<file path="config.mk">
export PLATFORM = sky130hd
export DESIGN_NAME = vram_slot_scheduler
export DESIGN_NICKNAME = d
export VERILOG_FILES = /design/src/rtl/vram_slot_scheduler_pkg.sv /design/src/rtl/vram_slot_scheduler_phase_gen.sv /design/src/rtl/vram_slot_scheduler.sv
export SDC_FILE = /design/constraint.sdc
export NUM_CORES = 1
export LEC_CHECK = 0
export BUFFER_PORTS_ARGS = -buffer_cell sky130_fd_sc_hd__buf_2
export CAP_MARGIN = 20
export CORE_ASPECT_RATIO = 0.5
export CORE_MARGIN = 8
export CORE_UTILIZATION = 30
export CTS_BUF_LIST = sky130_fd_sc_hd__clkbuf_8
export DETAILED_ROUTE_END_ITERATION = 6
export HOLD_SLACK_MARGIN = 0.05
export PLACE_DENSITY = 0.59
export SYNTH_ARGS = -nofsm -noshare
export SYNTH_HDL_FRONTEND = slang
export SYNTH_SLANG_ARGS = --single-unit
export TNS_END_PERCENT = 30
</file>
<file path="constraint.sdc">
create_clock -name clk -period 3.8 [get_ports clk]
set_clock_uncertainty 0.2 [all_clocks]
set_input_delay 0.19 -clock clk [delete_from_list [all_inputs] [get_ports clk]]
set_output_delay 0.19 -clock clk [all_outputs]
set_load 0.02 [all_outputs]
</file>
<file path="src/rtl/vram_slot_scheduler_pkg.sv">
// vram_slot_scheduler_pkg: slot phase encodings, FIFO word layout and write counter limit.
package vram_slot_scheduler_pkg;
    typedef enum logic [1:0] {
        PH_POP  = 2'd0,
        PH_TILE = 2'd1,
        PH_ROW  = 2'd2,
        PH_PX   = 2'd3
    } phase_e;
    localparam int SEL_BIT  = 31;
    localparam int ADDR_MSB = 30;
    localparam int ADDR_LSB = 16;
    localparam int DATA_MSB = 15;
    localparam int DATA_LSB = 0;
    localparam logic [15:0] COUNT_MAX = 16'hFFFF;
    function automatic logic [15:0] sat_inc(input logic [15:0] v);
        return (v == COUNT_MAX) ? v : v + 16'd1;
    endfunction
endpackage

</file>
<file path="src/rtl/vram_slot_scheduler_phase_gen.sv">
// slot_phase_gen: free-running 4-phase slot counter, registered pixel/position clocks and slot mode latch.
module slot_phase_gen
    import vram_slot_scheduler_pkg::*;
(
    input  logic   clk,
    input  logic   reset,
    input  logic   display_i,
    output phase_e phase_o,
    output logic   dotclk_o,
    output logic   posclk_o,
    output logic   mode_o
);
    phase_e phase_q, phase_d;
    logic   dot_q, pos_q, mode_q;
    assign phase_d = phase_e'(phase_q + 2'd1);
    // clocks are decoded from the next phase so they line up with phase without a combinational path
    always_ff @(posedge clk) begin
        if (!reset) begin
            phase_q <= PH_POP;
            dot_q   <= 1'b0;
            pos_q   <= 1'b0;
            mode_q  <= 1'b0;
        end else begin
            phase_q <= phase_d;
            dot_q   <= (phase_d == PH_POP) || (phase_d == PH_TILE);
            pos_q   <= phase_d == PH_POP;
            if (phase_q == PH_PX) mode_q <= display_i;
        end
    end
    assign phase_o  = phase_q;
    assign dotclk_o = dot_q;
    assign posclk_o = pos_q;
    assign mode_o   = mode_q;
endmodule

</file>
<file path="src/rtl/vram_slot_scheduler.sv">
// vram_slot_scheduler: time-slices video memory into 4-cycle slots, either display reads
// or one FIFO pop plus its memory write, never mixed within a slot.
module vram_slot_scheduler
    import vram_slot_scheduler_pkg::*;
#(
    parameter int ADDR_BITS = 15,
    parameter int DATA_BITS = 16
) (
    input  logic                 clk,
    input  logic                 reset,
    input  logic                 in_display_region,
    input  logic                 fifo_empty,
    input  logic [31:0]          fifo_data,
    output logic                 fifo_read,
    output logic [1:0]           phase,
    output logic                 dotclk,
    output logic                 posclk,
    output logic                 rd_tile,
    output logic                 rd_row,
    output logic                 rd_px,
    output logic                 mem_wr_en,
    output logic                 mem_sel,
    output logic [ADDR_BITS-1:0] mem_waddr,
    output logic [DATA_BITS-1:0] mem_wdata,
    output logic [15:0]          write_count,
    output logic                 mode_display
);
    phase_e               phase_q;
    logic                 mode_q, fifo_read_q, popped_q, commit;
    logic                 rd_tile_q, rd_row_q, rd_px_q, wr_en_q, sel_q;
    logic [ADDR_BITS-1:0] waddr_q;
    logic [DATA_BITS-1:0] wdata_q;
    logic [15:0]          write_count_q, write_count_d;

    slot_phase_gen u_phase (
        .clk       (clk),
        .reset     (reset),
        .display_i (in_display_region),
        .phase_o   (phase_q),
        .dotclk_o  (dotclk),
        .posclk_o  (posclk),
        .mode_o    (mode_q)
    );

    assign commit        = popped_q && (phase_q == PH_TILE);
    assign write_count_d = commit ? sat_inc(write_count_q) : write_count_q;

    always_ff @(posedge clk) begin
        if (!reset) begin
            fifo_read_q   <= 1'b0;
            popped_q      <= 1'b0;
            rd_tile_q     <= 1'b0;
            rd_row_q      <= 1'b0;
            rd_px_q       <= 1'b0;
            wr_en_q       <= 1'b0;
            sel_q         <= 1'b0;
            waddr_q       <= '0;
            wdata_q       <= '0;
            write_count_q <= '0;
        end else begin
            // pop decision uses the same sample that latches the next slot's mode
            fifo_read_q   <= (phase_q == PH_PX) && !in_display_region && !fifo_empty;
            popped_q      <= fifo_read_q;
            rd_tile_q     <= mode_q && (phase_q == PH_POP);
            rd_row_q      <= mode_q && (phase_q == PH_TILE);
            rd_px_q       <= mode_q && (phase_q == PH_ROW);
            wr_en_q       <= commit;
            write_count_q <= write_count_d;
            if (commit) begin
                sel_q   <= fifo_data[SEL_BIT];
                waddr_q <= ADDR_BITS'(fifo_data[ADDR_MSB:ADDR_LSB]);
                wdata_q <= DATA_BITS'(fifo_data[DATA_MSB:DATA_LSB]);
            end
        end
    end

    assign phase        = phase_q;
    assign fifo_read    = fifo_read_q;
    assign rd_tile      = rd_tile_q;
    assign rd_row       = rd_row_q;
    assign rd_px        = rd_px_q;
    assign mem_wr_en    = wr_en_q;
    assign mem_sel      = sel_q;
    assign mem_waddr    = waddr_q;
    assign mem_wdata    = wdata_q;
    assign write_count  = write_count_q;
    assign mode_display = mode_q;
endmodule

</file>
Word level (Yosys, flattened, before mapping):

Cells that the tools add are included.

* equality and inequality tests: 5
* add/subtract/negate cells: 2
* bitwise operators: 1
* reductions and logical operators: 12

Operators with widths (count)
* adder 16 x 1 -> 16 bit, second input constant: 1
* == test 16 bit, second input constant: 1
* logical AND 1 bit: 6
* == test 2 x 1 -> 1 bit, second input constant: 2
* == test 2 bit, second input constant: 2
* logical NOT 2 bit: 2
* adder 2 x 1 -> 2 bit, second input constant: 1
* logical NOT 1 bit: 2
* AND reduction 2 bit: 1
* logical OR 1 bit: 1
* NOT 1 bit: 1

* bits of input ports: 36
* flip-flop bits (word level): 59
* word-level logic and storage cells: 34
* output and inout port bits: 58

Depth between registers and ports, before layout:

Gate-level depths: netlist (run 1).

* word-level depth: 3
* mapped depth: 7
* depth with buffers taken out: 6

By module:

Synthesis (run 1) repeated with hierarchy kept, for this count alone.

* cell total of the unflattened synthesis: 262
* area total of the unflattened synthesis: 2219.6 um2

Modules (own cells, without submodules)
* vram_slot_scheduler: cells an instance 249, sequential area each 1081.0 um2, area each 2053.2 um2, instances 1
* slot_phase_gen: cells an instance 13, sequential area each 100.1 um2, area each 166.4 um2, instances 1

Least setup slack after synthesis (run 1):

Ideal clock, no wire load.

* path type: register to register
* start point: register write_count_q[0] (netlist: write_count[0])
* end point: register write_count_q[0] (netlist: write_count[0])
* data required time: 3.504 ns
* stages on the path, launching flop included: 6
* path slack: 1.796 ns
* setup time: 0.096 ns
* clock period less this slack: 2.004 ns
* buffers on the path: 1
* arrival time: 1.709 ns
* cells stage by stage: dfxtp_1 ha_1 nand3_1 or4_4 buf_6 o311ai_1

* cells in the longest elaborated chain, start to end: 3
* elaborated cells on any way between the ends: 4
* classes of those cells: add/sub: 1; eq/ne: 1; bitwise: 1; reduce/logical: 1

Ends and longest elaborated chain
* start: declaration: RTL line vram_slot_scheduler.sv:33 `logic [15:0] write_count_q, write_count_d;`
* start signal: assignment: RTL line vram_slot_scheduler.sv:68 `write_count_q <= write_count_d;`
* parallel branches: the longest is 3 deep, another holds adder 16 x 1 -> 16 bit

Parallel ways; which one is timed is not known.
A chain may end at the register's enable or synchronous reset.

Worst setup path after layout (run 1):

* start point: input port reset
* end point: register fifo_read_q (netlist: fifo_read)

RTL lines
* start: declaration: RTL line vram_slot_scheduler.sv:10 `input logic reset,`
* end signal: assignment: RTL line vram_slot_scheduler.sv:62 `fifo_read_q <= (phase_q == PH_PX) && !in_display_region && !fifo_empty;`
* end: declaration: RTL line vram_slot_scheduler.sv:29 `logic mode_q, fifo_read_q, popped_q, commit;`

No word-level cell between the ends.

==> metrics, run 1 <==
Antenna Nets Post-Route 0; Synth top area share 50.9%; Setup CP Type in2reg; Hold-fix buffers, CTS 36; Global Route Usage Sum 13.3%; Post-Place Cells 454; Row Count 22; share of layout cells above drive strength 1 28.0%; library cells used by synthesis 32; GRT overflow 0; Filler Cell Count 727; Fin. Hold Viols 0; peak supply drop 0.160 mV; Final Critical Period 2.52 ns; post-CTS setup buffers 0; Syn-to-layout area delta 47.1%; Rel. slew slack 33.3%; WP data arrival 2.60 ns; Cell Pwr Density 365 nW/µm²; DP HPWL 4.76 mm; GP Congestion 0.748; Clock transition at path regs 0.06 ns; crit path launch type primary input; register area 1180 µm²; Fin Setup TNS 0 ns; RSZ-0062 raised after global routing no; warnings from Yosys 0; Syn Std Cell Area 2320 µm²; Cell Area, Placed 2860 µm²; design area 3410 µm²; Initial Util 31.3%; vias in the first global route 2377; max-cap violations 0; largest net degree at the start of global routing 39; synthesized instance count 278; area taken by multi-input logic gates 1050 µm²; #FFs+latches synth 59; Fmax 397 MHz; crit path max fanout 30; CTS Buffer Depth 2; Layout Cells excl Fill 506; setup violators final 0; fin. max-slew vios 0; # diodes 0; Die W 140 µm; vias per cell 4.73; Worst setup EP type register; worst hold margin 0.251 ns; core box area 7400 µm²; CTS Sinks 59; # DRC 0; CTS resizes 0; die height 78.2 µm; CP required 3.88 ns; I/O Buffers 93; CTS Buf Count 9; routed wire length 7.10 mm; Nets 447; syn_area_per_cell 8.35 µm²; first-pass GRT wire length 11.7 mm; per-cell routed wire length 14.0 µm; CTS tree yes; fin crit share 66.2%; hold crit path type reg2reg; post-synthesis sequential area ratio 50.9%; Least-Margin Pin Slew 1.00 ns; cell taking the most area after synthesis dfxtp_1; CTS Root Cell clkbuf_8; H-tree depth 3; die area 11000 µm²; via count 2393; worst skew pair latency 0.35 ns; # IOs 94; DRT Pass-1 Iters 4; leading post-synthesis cells by cell area dfxtp_1 (51%), nand2_1 (12%), a21oi_1 (8.2%); status finished, final reports clean; Leakage 1.46 nW; total power 1.25 mW; initial antenna violation count 0; starting DRC count in detailed routing 160; syn_nets 320
path summary, 6_finish.rpt:
| check | startpoint | endpoint | slack, ns | cells past startpoint |
|---|---|---|---|---|
| hold reg to reg | mem_waddr[4]$_SDFFE_PN0P_ | mem_waddr[4]$_SDFFE_PN0P_ | 0.25 | 2 |
| setup reg to reg | u_phase.phase_o[0]$_SDFF_PN0_ | write_count[0]$_SDFFE_PN0P_ | 1.60 | 6 |
| setup / recovery | reset | fifo_read$_SDFF_PN0_ | 1.28 | 5 |
| hold / removal | mem_waddr[4]$_SDFFE_PN0P_ | mem_waddr[4]$_SDFFE_PN0P_ | 0.25 | 2 |
worst max-delay path: stages:
cell and delay (ns):
dlygate4sd3_1 0.53, buf_2 0.29, inv_1 0.50, nor4b_1 0.47
dlygate4sd3_1 0.60
sequential cells by signal, summed over array words and instances, names as in the netlist:
signal	flops
u_phase.posclk_o	1
u_phase.mode_o	1
rd_row	1
rd_tile	1
u_phase.phase_o	2
mem_wdata	16
mem_waddr	15
mem_wr_en	1
u_phase.dotclk_o	1
write_count	16
mem_sel	1
rd_px	1
popped_q	1
fifo_read	1
area by class of cell:
class                           count  share of cell area [%]
Inverter                            6                   0.660
Multi-Input combinational cell    197                    30.8
Timing Repair Buffer              132                    24.9
Clock buffer                       13                    5.24
Tap cell                           96                    3.52
Sequential cell                    59                    34.6
Clock inverter                      3                   0.367
cells by family after synthesis:
group,after synthesis,share of synthesized area (%)
and+or+nand+nor,126,25.1
AOI/OAI and AO/OA,64,16.4
adders and majority gates,6,3.23
muxes,1,0.431
buffers and inverters,22,3.88
DFF,59,50.9
synth_stat cells:
master and number:
a21oi_1 38, or4_1 2, nand3_2 2, and4_1 3, o311ai_1 2, a31oi_1 4, a41o_2 1, o211ai_1 4
nand3_1 6, and3_1 5, o31ai_1 3, nand4_1 3, and2_1 5, inv_1 5, buf_1 2, or4_4 1
mux2i_1 1, dfxtp_1 59, a211oi_1 4, o221ai_1 2, or3_1 4, buf_6 1, ha_1 6, clkbuf_1 13
nor3_1 8, nor4_1 1, nor4b_1 1, inv_2 1, nor2_1 8, o21ai_0 4, a41oi_1 2, nand2_1 77
stage by stage:
stage | setup WS [ns] | utilization (%)
floorplan | 1.80 | -
global placement | 1.61 | 38.6
detailed placement | 1.58 | 38.6
CTS | 1.39 | 46.1
global route | 1.19 | 46.1
finish | 1.28 | 46.1
where the power goes:
group          switching (mW)  leakage [nW]  internal, mW
combinational          0.0354         0.877        0.0452
clock                   0.236         0.108         0.302
sequential            0.00348         0.476         0.623
placed cells by master (no fill, tap or decap):
master          n
ha_1            6
and4_1          3
buf_4           3
or4_4           1
and2_1          5
nor4_1          1
clkinv_2        1
and3_1          5
o211ai_1        4
nand4_1         3
o31ai_1         3
nor2_1          8
a41o_2          1
o311ai_1        2
inv_2           1
dlygate4sd3_1  36
nor3_1          8
nand3_2         2
nor4b_1         1
nand3_1         6
a211oi_1        4
o221ai_1        2
a41oi_1         2
buf_2          93
inv_1           7
nand2_1        77
clkbuf_8       13
a21oi_1        38
o21ai_0         4
mux2i_1         1
a31oi_1         4
or4_1           2
or3_1           4
dfxtp_1        59
metal layers:
metal	wire length, µm	share of wire, %	up-vias	GRT usage, %
met1	3210	45	1103	14.9
met5	0	0	-	0
li1	-	-	1222	-
met2	3460	49	58	22.1
met3	311	4.4	10	5.25
met4	124	1.7	0	6.02
(Power assumes the default switching activity.)
==> inputs of run 2 (changes only) <==
Settings changed: ABC_AREA set to 1, PLACE_DENSITY 0.59 to 0.6.
Clock period 3.8 ns to 2.2 ns, I/O delays scaled along.
==> metrics, run 2 <==
via count 2460 (+2.8%); initial antenna violation count 0 (unchanged); per-cell routed wire length 12.0 µm (-15%); Compound-Gate Fraction of Synth Area 9.47% (-7.0 points); asr flop ratio synth 0% (unchanged); peak supply drop 0.265 mV (+65%); crit path launch type primary input; max-cap violations 0 (unchanged); post-synthesis sequential area ratio 48.6% (-2.3 points); Fin Setup TNS 0 ns (unchanged); Layout Cells excl Fill 585 (+16%); routed wire length 7.00 mm (-1.5%); fin crit share 84.8%; worst skew pair latency 0.34 ns (about the same); core box area 7940 µm² (+7.3%); XOR/XNOR share of the synthesized area 0% (unchanged); Synth top area share 48.6% (-2.3 points); synthesized instance count 338 (+22%); die height 79.7 µm (+1.9%); leading post-synthesis cells by cell area dfxtp_1 (49%), nor2_1 (17%), nand2_1 (7.7%); Least-Margin Pin Slew 0.434 ns (-0.565 ns); syn_area_per_cell 7.19 µm² (-14%); Clock transition at path regs 0.07 ns (about the same); Final Critical Period 1.87 ns; status finished, final reports clean; CTS tree yes; area taken by multi-input logic gates 1070 µm² (+2.4%); multiplexer share of the synthesized area 0% (-0.43 points); Cell Pwr Density 660 nW/µm² (+81%); design area 3580 µm² (+5.0%); #FFs+latches synth 59 (unchanged); Finished Core Util 45.1% (-0.96 points); GRT overflow 0 (unchanged); H-tree depth 3 (unchanged); Die W 143 µm (+2.1%); syn_nets 380 (+19%); Leakage 1.68 nW (+15%); Synth Area in Simple Gates 31.7% (+6.5 points); Fin. Hold Viols 0 (unchanged); Post-synth EDFFs 0 (unchanged); library cells used by synthesis 19 (-41%); DRT Pass-1 Iters 4 (unchanged); most common cell after layout, fill and taps aside nor2_1; I/O Buffers 93 (unchanged); CTS Root Cell clkbuf_8; Reg2Reg Setup Slack 0.39 ns (-1.21 ns); register area 1180 µm² (unchanged); cell taking the most area after synthesis dfxtp_1; worst hold margin 0.236 ns (-0.0150 ns); RSZ-0062 raised after global routing no; # diodes 0 (unchanged); # IOs 94 (unchanged); Post-Place Cells 533 (+17%); CTS Sinks 59 (unchanged); CTS Buf Count 9 (unchanged); die area 11400 µm² (+4.0%); Synth Area in Adders 3.09% (-0.15 points); largest net degree at the start of global routing 34 (-13%); CP required 2.29 ns (-1.59 ns); Antenna Nets Post-Route 0 (unchanged); vias per cell 4.21 (-11%); Fmax 536 MHz; Worst setup EP type register; first-pass GRT wire length 11.5 mm (-1.4%); most common cell in the netlist nor2_1; Filler Cell Count 850 (+17%); Syn Std Cell Area 2430 µm² (+4.7%); setup violators final 0 (unchanged); Syn-to-layout area delta 47.5%; cell count of the worst hold path 2 (unchanged); Initial Util 30.6% (-0.74 points); fin. max-slew vios 0 (unchanged); share of layout cells above drive strength 1 25.4% (-2.7 points); Row Count 23 (+4.5%); combinational family with the most area after synthesis simple AND/OR/NAND/NOR gates; starting DRC count in detailed routing 188 (+18%); Post-synth top cells nor2_1 (111), dfxtp_1 (59), nand2_1 (50); Rel. slew slack 71.0% (+38 points); Setup CP Type in2reg; commonest non-fill, non-tap cells in the layout nor2_1 (111), buf_2 (93), dfxtp_1 (59); CTS resizes 0 (unchanged); warnings from Yosys 0 (unchanged); WP data arrival 1.95 ns (-0.65 ns); post-CTS setup buffers 0 (unchanged); # DRC 0 (unchanged); crit path max fanout 25 (-17%); vias in the first global route 2394 (+0.72%); CTS Buffer Depth 2 (unchanged); Global Route Usage Sum 12.8% (-0.49 points); Synth Flop Type dfxtp_1; DP HPWL 4.77 mm (+0.22%); Nets 510 (+14%); R2R cell count 6 (unchanged); Cell Area, Placed 3000 µm² (+4.7%); GP Congestion 0.764 (+2.2%); hold crit path type reg2reg
## run 2: cell types whose count changed after synthesis, moves of 5 or more
cell | previous run | this run
and2_1 | 5 | 0
inv_1 | 5 | 27
and3_1 | 5 | 0
nor2_1 | 8 | 111
nand3_1 | 6 | 15
nor3_1 | 8 | 1
clkbuf_1 | 13 | 7
a21oi_1 | 38 | 11
nand2_1 | 77 | 50
o21ai_0 | 4 | 35
## run 2: per-layer routing
| metal | up-vias | GRT usage, % | share of wire (%) |
|---|---|---|---|
| met4 | 0 | 5.41 | 1.8 |
| met1 | 1094 | 13.3 | 42 |
| met2 | 46 | 23.3 | 52 |
| met5 | - | 0 | 0 |
| met3 | 10 | 4.53 | 4.7 |
| li1 | 1310 | - | - |
## run 2: area by class of cell
class                      instances  share of cell area [%]
multi-input combinational        237                    30.0
clock inverter                     5                    2.13
timing repair buffer             133                    23.9
sequential                        59                    32.9
clock buffer                      11                    4.22
inverter                          28                    2.93
tap                              112                    3.91
## run 2: report_power, final
part / internal [mW] / switching (mW) / total [mW]
logic: 0.0871 / 0.0704 / 0.158
registers: 1.08 / 0.00655 / 1.08
clock network: 0.693 / 0.431 / 1.12
total: 1.86 / 0.508 / 2.37
## run 2: what timing repair did
action,CTS,global route
endpoints found under the setup margin,0,0
hold endpoints to repair,42,0
hold buffers,36,0
## run 2: final timing paths
| kind | start | to |
|---|---|---|
| max | reset | fifo_read$_SDFF_PN0_ |
| min | fifo_read$_SDFF_PN0_ | popped_q$_SDFF_PN0_ |
| max reg2reg | u_phase.phase_o[1]$_SDFF_PN0_ | mem_waddr[6]$_SDFFE_PN0P_ |
| min reg2reg | fifo_read$_SDFF_PN0_ | popped_q$_SDFF_PN0_ |
## run 2: critical path, stage by stage
cell,delay [ns]
dlygate4sd3_1,0.52
buf_2,0.38
inv_1,0.18
nor4_1,0.17
dlygate4sd3_1,0.58
## run 2: kinds of logic (layout without fill, tap and decap cells)
family / after synthesis / count (layout)
adders and majority gates: 6 / 6
and+or+nand+nor: 185 / 185
buffers and inverters: 42 / 177
AOI/OAI and AO/OA: 46 / 46
DFF: 59 / 59
## run 2: through the flow
step	setup WS, ns	power, mW
2_1_floorplan	0.468	1.17
3_3_place_gp	0.451	1.22
3_5_place_dp	0.413	1.22
4_1_cts	0.323	2.40
5_1_grt	0.193	2.46
6_report	0.335	2.37
